### config.mk
export PLATFORM = sky130hd
export DESIGN_NAME = memoria_morse_tx
export DESIGN_NICKNAME = d
export VERILOG_FILES = /design/src/rtl/memoria_morse_tx.sv
export SDC_FILE = /design/constraint.sdc
export NUM_CORES = 1
export LEC_CHECK = 0
export ABC_AREA = 1
export CORE_MARGIN = 4
export CORE_UTILIZATION = 52
export DETAILED_ROUTE_END_ITERATION = 16
export PLACE_DENSITY = 0.69
export SYNTH_ARGS = -nofsm -noshare
export SYNTH_HDL_FRONTEND = slang
export SYNTH_SLANG_ARGS = --single-unit
### constraint.sdc
create_clock -name CLK -period 2.97 [get_ports CLK]
set_input_delay 0.594 -clock CLK [delete_from_list [all_inputs] [get_ports CLK]]
set_output_delay 0.594 -clock CLK [all_outputs]
set_load 0.05 [all_outputs]
### src/rtl/memoria_morse_tx.sv
// Morse character memory plus serialiser: streams the first N stored codes MSB first,
// each bit held TICK_DIV clocks, optionally looping until stopped.
module memoria_morse_tx #(
   parameter int CODE_W   = 27,
   parameter int DEPTH    = 16,
   parameter int ADDR_W   = 4,
   parameter int TICK_DIV = 1
) (
   input  logic              CLK,
   input  logic              RST,
   input  logic              Wr_en,
   input  logic [ADDR_W-1:0] Wr_addr,
   input  logic [CODE_W-1:0] Wr_data,
   input  logic [ADDR_W:0]   Num_carac,
   input  logic              Start,
   input  logic              Repeat,
   input  logic              Stop,
   output logic              salida,
   output logic              Busy,
   output logic              Done,
   output logic [ADDR_W-1:0] Carac_idx
);

   localparam int TICK_W = (TICK_DIV > 1) ? $clog2(TICK_DIV) : 1;
   localparam int BIT_W  = (CODE_W > 1) ? $clog2(CODE_W) : 1;
   localparam logic [TICK_W-1:0] TICK_LAST = TICK_W'(TICK_DIV - 1);
   localparam logic [BIT_W-1:0]  BIT_LAST  = BIT_W'(CODE_W - 1);
   localparam logic [ADDR_W:0]   DEPTH_N   = (ADDR_W + 1)'(DEPTH);

   typedef enum logic [1:0] {
      IDLE,
      SHIFT,
      DONE
   } state_t;

   state_t state;
   state_t state_next;

   logic [CODE_W-1:0] mem [DEPTH];
   logic [CODE_W-1:0] shreg;
   logic [TICK_W-1:0] tick_cnt;
   logic [BIT_W-1:0]  bit_cnt;
   logic [ADDR_W-1:0] idx;
   logic [ADDR_W-1:0] idx_inc;
   logic [ADDR_W:0]   n_lat;
   logic [ADDR_W:0]   n_clamp;
   logic              rep_done;
   logic              start_ok;
   logic              tick_end;
   logic              char_end;
   logic              last_char;

   assign n_clamp   = (Num_carac > DEPTH_N) ? DEPTH_N : Num_carac;
   assign start_ok  = Start && (n_clamp != '0);
   assign tick_end  = (tick_cnt == TICK_LAST);
   assign char_end  = tick_end && (bit_cnt == BIT_LAST);
   assign last_char = ({1'b0, idx} == (n_lat - 1'b1));
   assign idx_inc   = idx + 1'b1;

   // Writes land in any state; the shift register holds its own copy so in-flight bits are safe.
   always_ff @(posedge CLK) begin
      if (RST) begin
         for (int i = 0; i < DEPTH; i++) begin
            mem[i] <= '0;
         end
      end else if (Wr_en && ({1'b0, Wr_addr} < DEPTH_N)) begin
         mem[Wr_addr] <= Wr_data;
      end
   end

   always_ff @(posedge CLK) begin
      if (RST) begin
         state <= IDLE;
      end else begin
         state <= state_next;
      end
   end

   always_comb begin
      state_next = state;
      case (state)
         IDLE: begin
            if (start_ok) begin
               state_next = SHIFT;
            end
         end
         SHIFT: begin
            if (Stop) begin
               state_next = IDLE;
            end else if (char_end && last_char && !Repeat) begin
               state_next = DONE;
            end
         end
         DONE: begin
            state_next = IDLE;
         end
         default: begin
            state_next = IDLE;
         end
      endcase
   end

   always_ff @(posedge CLK) begin
      if (RST) begin
         shreg    <= '0;
         tick_cnt <= '0;
         bit_cnt  <= '0;
         idx      <= '0;
         n_lat    <= '0;
         rep_done <= 1'b0;
      end else begin
         rep_done <= 1'b0;
         case (state)
            IDLE: begin
               if (start_ok) begin
                  shreg    <= mem[0];
                  n_lat    <= n_clamp;
                  idx      <= '0;
                  tick_cnt <= '0;
                  bit_cnt  <= '0;
               end
            end
            SHIFT: begin
               if (Stop) begin
                  shreg    <= '0;
                  idx      <= '0;
                  tick_cnt <= '0;
                  bit_cnt  <= '0;
               end else if (!tick_end) begin
                  tick_cnt <= tick_cnt + 1'b1;
               end else begin
                  tick_cnt <= '0;
                  if (!char_end) begin
                     bit_cnt <= bit_cnt + 1'b1;
                     shreg   <= shreg << 1;
                  end else begin
                     bit_cnt <= '0;
                     // End of a character: advance, wrap for looping, or finish the pass.
                     if (last_char) begin
                        idx <= '0;
                        if (Repeat) begin
                           shreg    <= mem[0];
                           rep_done <= 1'b1;
                        end else begin
                           shreg <= '0;
                        end
                     end else begin
                        idx   <= idx_inc;
                        shreg <= mem[idx_inc];
                     end
                  end
               end
            end
            default: begin
            end
         endcase
      end
   end

   always_comb begin
      Busy      = (state == SHIFT);
      salida    = (state == SHIFT) && shreg[CODE_W-1];
      Done      = (state == DONE) || rep_done;
      Carac_idx = idx;
   end

endmodule

==> impl_metrics.csv, run 1 <==
group,metric,value,unit
floorplanning,die_h,215,um
logic_synthesis,syn_inst,2470,
layout,final_cells,3048,
logic_synthesis,synth_top_family_by_area,"simple AND/OR/NAND/NOR gates",
critical_path,worstSetupStartpointType,"flop",
min_path,min_to,"n_lat[4]",
route,drt_wl_total,61.5,mm
floorplanning,rows,75,
run_status,status,"complete, no violations",
power_and_ir_drop,p_comb_share,10.1,%
critical_path,required,2380,ps
floorplanning,die_width,215,um
logic_synthesis,syn-cell-area,22300,um2
min_path,hp-start,"n_lat[4]",
floorplanning,ios,49,
critical_path,critPathMaxFanout,3,
clock_tree,cts_hold_buffers,0,
logic_synthesis,synth_fa_ha_area_share,0.224,%
logic_synthesis,synthMuxAreaShare,0,%
placement,hpwl,37.1,mm
floorplanning,die_area,46300,um2
layout,layout.nets,2514,
sta,finalHoldViolations,0,
route,dr_total_vias,17396,
layout,diodes,0,
clock_tree,clock_sinks,476,
sta,tns,0,ps
placement,dp.cells,2954,
clock_tree,clk_latency,600,ps
logic_synthesis,synth-seq-cells,476,
layout,drive_gt1_share,7.21,%
critical_path,reg2reg_depth,11,
global_routing,grt_overflow,0,
sta,slew_headroom,28.1,%
clock_tree,cts-resized-gates,0,
clock_tree,cts_buffer_depth,3,
sta,grt_setup_unrepaired,"false",
layout,area.growth.synth_to_final,12.0,%
power_and_ir_drop,p_sw,3.84,mW
power_and_ir_drop,p_seq_share,50.2,%
global_routing,grt_pass1_vias,16735,
sta,max_clock_freq,378,MHz
clock_tree,cts_setup_buffers,0,
power_and_ir_drop,total_leakage_power,10.1,nW
clock_tree,htreeDepth,2,
floorplanning,core_area,42100,um2
clock_tree,clk_pin_slew,60,ps
min_path,hold_depth,2,
sta,fin_crit_sh,89.0,%
critical_path,r2r_start,"Carac_idx[0]",
route,wl_per_cell,20.2,um
global_routing,antenna_found_initial,1,
critical_path,cp.arrival,2050,ps
power_and_ir_drop,power_frac_clock,39.6,%
clock_tree,clock-root-buffer,"clkbuf_16",
sta,fin_crit,2640,ps
logic_synthesis,avgSynthCellArea,9.03,um2
logic_synthesis,seq_area_frac_synth,62.1,%
floorplanning,start_util,52.9,%
clock_tree,cts_tree,"done",
sta,tightest_slew,1080,ps
logic_synthesis,synth_compound_area_share,3.14,%
route,final_antenna_net_count,0,
route,drtIter0Drc,2128,
route,post-route-drc-count,0,
route,drt-vias-per-instance,5.71,
route,drt_pass1_iterations,6,
critical_path,rr_endpoint,"shreg[13]",
logic_synthesis,synth_cell_type_count,32,
power_and_ir_drop,p_int,11.7,mW
placement,place.gp.congestion,0.869,
logic_synthesis,synth_warnings,0,
layout,multiInputGateArea,7310,um2
logic_synthesis,synth-simple-area-share,29.2,%
layout,final_cell_mix,"nand2_1, nor2_1, edfxtp_1",
logic_synthesis,synth_xor_area_share,0.0785,%
min_path,hold_path_class,"flop to flop",
power_and_ir_drop,swShare,24.7,%
clock_tree,numCtsBuffers,51,
power_and_ir_drop,power.ir.vdd_worst,0.000558,V
sta,setup_violations,0,
layout,regArea,13900,um2
run,maxCapViolCount,0,
critical_path,reg2reg_slack,440,ps
placement,io_buffers,48,
power_and_ir_drop,power_density,623,nW/um2
critical_path,crit_type,"flop to primary output",
layout,fill_cells,3584,
global_routing,grt_pass1_wl,95.1,mm
logic_synthesis,syn_nets,2516,
global_routing,grt_max_degree,217,
global_routing,track_usage,26.3,%
sta,skew,28.9,ps
sta,drv_slew,0,
critical_path,endpoint_kind,"primary output",
layout,final_common_cell,"nand2_1",
-- critical path, stage by stage (launching register included) --
cell             delay, ps
dfxtp_1                340
inv_2                   70
nor2_2                 110
inv_2                   40
nor2_1                  80
clkdlybuf4s50_1        810
-- state kept, by name (all words and copies together) (netlist names) --
| name | cells |
|---|---|
| mem | 432 |
| shreg | 27 |
| bit_cnt | 5 |
| n_lat | 5 |
| Carac_idx | 4 |
| state | 2 |
| rep_done | 1 |
-- area by class of cell --
class | count | area share [%]
clock inverter | 24 | 0.756
clock buffer | 70 | 5.64
timing repair buffer | 123 | 4.98
tap | 539 | 2.70
sequential | 476 | 55.4
multi-input combinational | 1735 | 29.2
inverter | 81 | 1.25
-- metal layers --
| layer | global-route usage, % | share of wire, % | vias up |
|---|---|---|---|
| met3 | 5.85 | 11 | 109 |
| met1 | 35.7 | 39 | 8316 |
| met5 | 0 | 0.021 | - |
| li1 | - | - | 8154 |
| met2 | 43.1 | 48 | 815 |
| met4 | 7.17 | 2.7 | 2 |
-- cell families (layout without fill, tap and decap cells) --
group                      count (synthesis)  in the layout
AOI/OAI and AO/OA                        128            128
and+or+nand+nor                         1601           1601
adders and majority gates                  4              4
DFF                                      476            476
xor gates and xnor gates                   2              2
buffers and inverters                    259            298
-- how the worst max path moves through the flow --
stage / depth (start not counted) / endpoint / from
after floorplan: 7 / mem[11][0] / RST
after global placement: 6 / mem[15][25] / Wr_addr[1]
after detailed placement: 6 / mem[15][25] / Wr_addr[1]
after CTS: 5 / salida / state[0]
after global routing: 5 / salida / state[0]
final: 5 / salida / state[0]
-- power groups by stage --
| stage | clock (mW) | combinational, mW | sequential, mW |
|---|---|---|---|
| CTS | 6.24 | 1.57 | 7.82 |
| finish | 6.17 | 1.58 | 7.82 |
| global route | 6.53 | 1.74 | 7.86 |
| global placement | 0 | 1.53 | 7.94 |
| floorplan | 0 | 1.01 | 7.93 |
| detailed placement | 0 | 1.56 | 7.96 |
-- synthesized netlist by cell type --
cell type  number  area (um2)
clkbuf_1       82         308
a21oi_2        11        96.3
nor2_1        503        1890
buf_4           5        37.5
xnor2_1         1        8.76
nor3_2          3        30.0
ha_1            4        50.1
a21oi_1        28         140
buf_6          14         158
buf_2          61         305
nand3_2         1        10.0
and3_1          1        6.26
nand2_4         1        11.3
xor2_1          1        8.76
nor2_2          3        18.8
a211oi_1        5        37.5
inv_1          71         267
nor3_1          2        10.0
edfxtp_1      432       13000
nand4_1        29         181
o21ai_1         1        5.00
a21o_1          1        7.51
o21a_1          1        7.51
nand2_2         5        31.3
nand2_1       764        2870
nor4_2          1        12.5
nand3_1       287        1440
o21ai_0        81         405
dfxtp_1        44         881
buf_1          16        60.1
nand4_2         1        12.5
inv_2          10        37.5
-- stage by stage --
step	util (%)	power, mW	hold slack (ps)	cell area (um2)	setup slack, ps
after floorplan	-	8.94	444	22300	434
after global placement	55.5	9.47	475	23400	286
after detailed placement	55.5	9.51	477	23400	321
after CTS	59.3	15.6	487	25000	281
after global routing	59.3	16.1	524	25000	210
final	59.3	15.6	489	25000	326
Note: power is estimated with default switching activity, not from simulation.
==> run 2: changes to the inputs <==
Settings changed: CORE_UTILIZATION 52 to 55, PLACE_DENSITY 0.69 to 0.72.
==> run 2 against run 1 <==
Combinational power hardly changed. Cell area is 0.66% lower. Final cell count is 0.82% lower. Largest cell class unchanged.
==> impl_metrics.csv, run 2 (same netlist as run 1, synthesis figures left out) <==
group,metric,value,unit
critical_path,r2r_start,"Carac_idx[0]",
run_status,status,"complete, no violations",
critical_path,startpoint,"Carac_idx[2]",
floorplanning,die_h,209,um
floorplanning,die_width,209,um
sta,tightest_slew,1050,ps
clock_tree,clock-root-buffer,"clkbuf_16",
global_routing,track_usage,27.7,%
clock_tree,cts_hold_buffers,0,
route,dr_total_vias,17525,
route,wl_per_cell,20.4,um
route,drtIter0Drc,2550,
placement,dp_slack,319,ps
critical_path,path_depth,1,
layout,reg.largest.list,"mem x432, shreg x27",
power_and_ir_drop,power_density,614,nW/um2
critical_path,path_cells,"clkdlybuf4s50_1",
clock_tree,cts_tree,"done",
sta,fin_crit_sh,88.3,%
sta,whs,487,ps
route,post-route-drc-count,0,
critical_path,endpoint_kind,"primary output",
global_routing,grt_pass1_wl,95.0,mm
global_routing,grt_max_degree,217,
floorplanning,rows,73,
placement,place.gp.congestion,0.914,
sta,fin_crit,2620,ps
floorplanning,core_area,39900,um2
critical_path,crit_type,"flop to primary output",
power_and_ir_drop,swShare,24.9,%
floorplanning,die_area,43800,um2
power_and_ir_drop,total_leakage_power,10.0,nW
critical_path,reg2reg_slack,480,ps
clock_tree,clk_latency,590,ps
power_and_ir_drop,power.ir.vdd_worst,0.000466,V
power_and_ir_drop,p_sw,3.80,mW
power_and_ir_drop,power_frac_clock,38.2,%
power_and_ir_drop,p_int,11.4,mW
sta,grt_setup_unrepaired,"false",
clock_tree,cts_buffer_depth,3,
sta,slew_headroom,30.1,%
clock_tree,clock_sinks,476,
critical_path,worstSetupStartpointType,"flop",
route,drt_pass1_iterations,5,
layout,diodes,0,
sta,tns,0,ps
layout,final_common_cell,"nand2_1",
critical_path,path_buf_inv,1,
critical_path,crit_path_end,"Carac_idx[2]",
sta,drv_slew,0,
power_and_ir_drop,p_seq_share,51.4,%
layout,largest_register,"mem",
critical_path,cp_slowest_cell,"clkdlybuf4s50_1",
layout,drive_gt1_share,6.89,%
critical_path,rr_endpoint,"shreg[7]",
global_routing,grt_overflow,0,
critical_path,cp.arrival,2030,ps
route,final_antenna_net_count,0,
min_path,hp-start,"n_lat[4]",
critical_path,reg2reg_depth,9,
clock_tree,clk_pin_slew,60,ps
critical_path,max_stage_delay,880,ps
min_path,hold_path_class,"flop to flop",
critical_path,crit_family,"buffers and inverters",
global_routing,antenna_found_initial,0,
route,drt-vias-per-instance,5.80,
critical_path,critPathMaxFanout,7,
power_and_ir_drop,p_comb_share,10.4,%
layout,area.growth.synth_to_final,11.3,%
sta,finalHoldViolations,0,
layout,layout.nets,2507,
clock_tree,htreeDepth,2,
clock_tree,numCtsBuffers,49,
sta,skew,26.0,ps
layout,largest_reg_flops,432,
run,maxCapViolCount,0,
sta,setup_violations,0,
placement,hpwl,37.3,mm
sta,max_clock_freq,381,MHz
floorplanning,start_util,55.9,%
critical_path,required,2380,ps
route,drt_wl_total,61.7,mm
floorplanning,ios,49,
global_routing,grt_pass1_vias,16841,
placement,io_buffers,48,
layout,final_cell_mix,"nand2_1, nor2_1, edfxtp_1",
sta,setup_ws,349,ps
## run 2: tightest hold or removal path, cell delays in order (launching register included)
cell,delay [ps]
dfxtp_1,310
inv_1,70
a21oi_1,60
## run 2: metrics by stage
| step | utilization (%) | power, mW | instance area, um2 | std cells |
|---|---|---|---|---|
| 2_1_floorplan | - | 8.94 | 22300 | 2470 |
| 3_3_place_gp | 58.5 | 9.49 | 23300 | 2935 |
| 3_5_place_dp | 58.5 | 9.53 | 23300 | 2935 |
| 4_1_cts | 62.2 | 15.3 | 24800 | 3023 |
| 5_1_grt | 62.2 | 15.7 | 24800 | 3023 |
| 6_report | 62.2 | 15.2 | 24800 | 3023 |
## run 2: layer usage
layer / GRT usage [%] / wire, um / vias up
li1: - / - / 8131
met4: 8.66 / 1880 / 0
met1: 38.0 / 24200 / 8351
met3: 5.14 / 6120 / 133
met2: 45.4 / 29500 / 910
met5: 0 / 0 / -
## run 2: worst min path at each step
| stage | end | cells after the start |
|---|---|---|
| 2_1_floorplan | n_lat[4] | 2 |
| 3_3_place_gp | n_lat[4] | 2 |
| 6_report | n_lat[4] | 2 |
| 3_5_place_dp | n_lat[4] | 2 |
| 5_1_grt | n_lat[4] | 2 |
| 4_1_cts | n_lat[4] | 2 |
## run 2: area by class of cell
| class | instances | area (um2) |
|---|---|---|
| inverter | 81 | 312 |
| timing repair buffer | 118 | 1210 |
| multi-input combinational | 1735 | 7310 |
| clock inverter | 25 | 178 |
| sequential | 476 | 13900 |
| fill | 3279 | 15100 |
| clock buffer | 63 | 1310 |
| tap | 525 | 657 |
## run 2: power by group through the flow
stage	sequential (mW)	clock (mW)	combinational [mW]
finish	7.82	5.82	1.59
global route	7.86	6.13	1.74
CTS	7.82	5.86	1.57
detailed placement	7.96	0	1.56
global placement	7.94	0	1.54
floorplan	7.93	0	1.01
## run 2: timing repair
item,4_1_cts,5_1_grt
resized for setup,0,1
setup endpoints to repair,0,1
buffers inserted,0,0
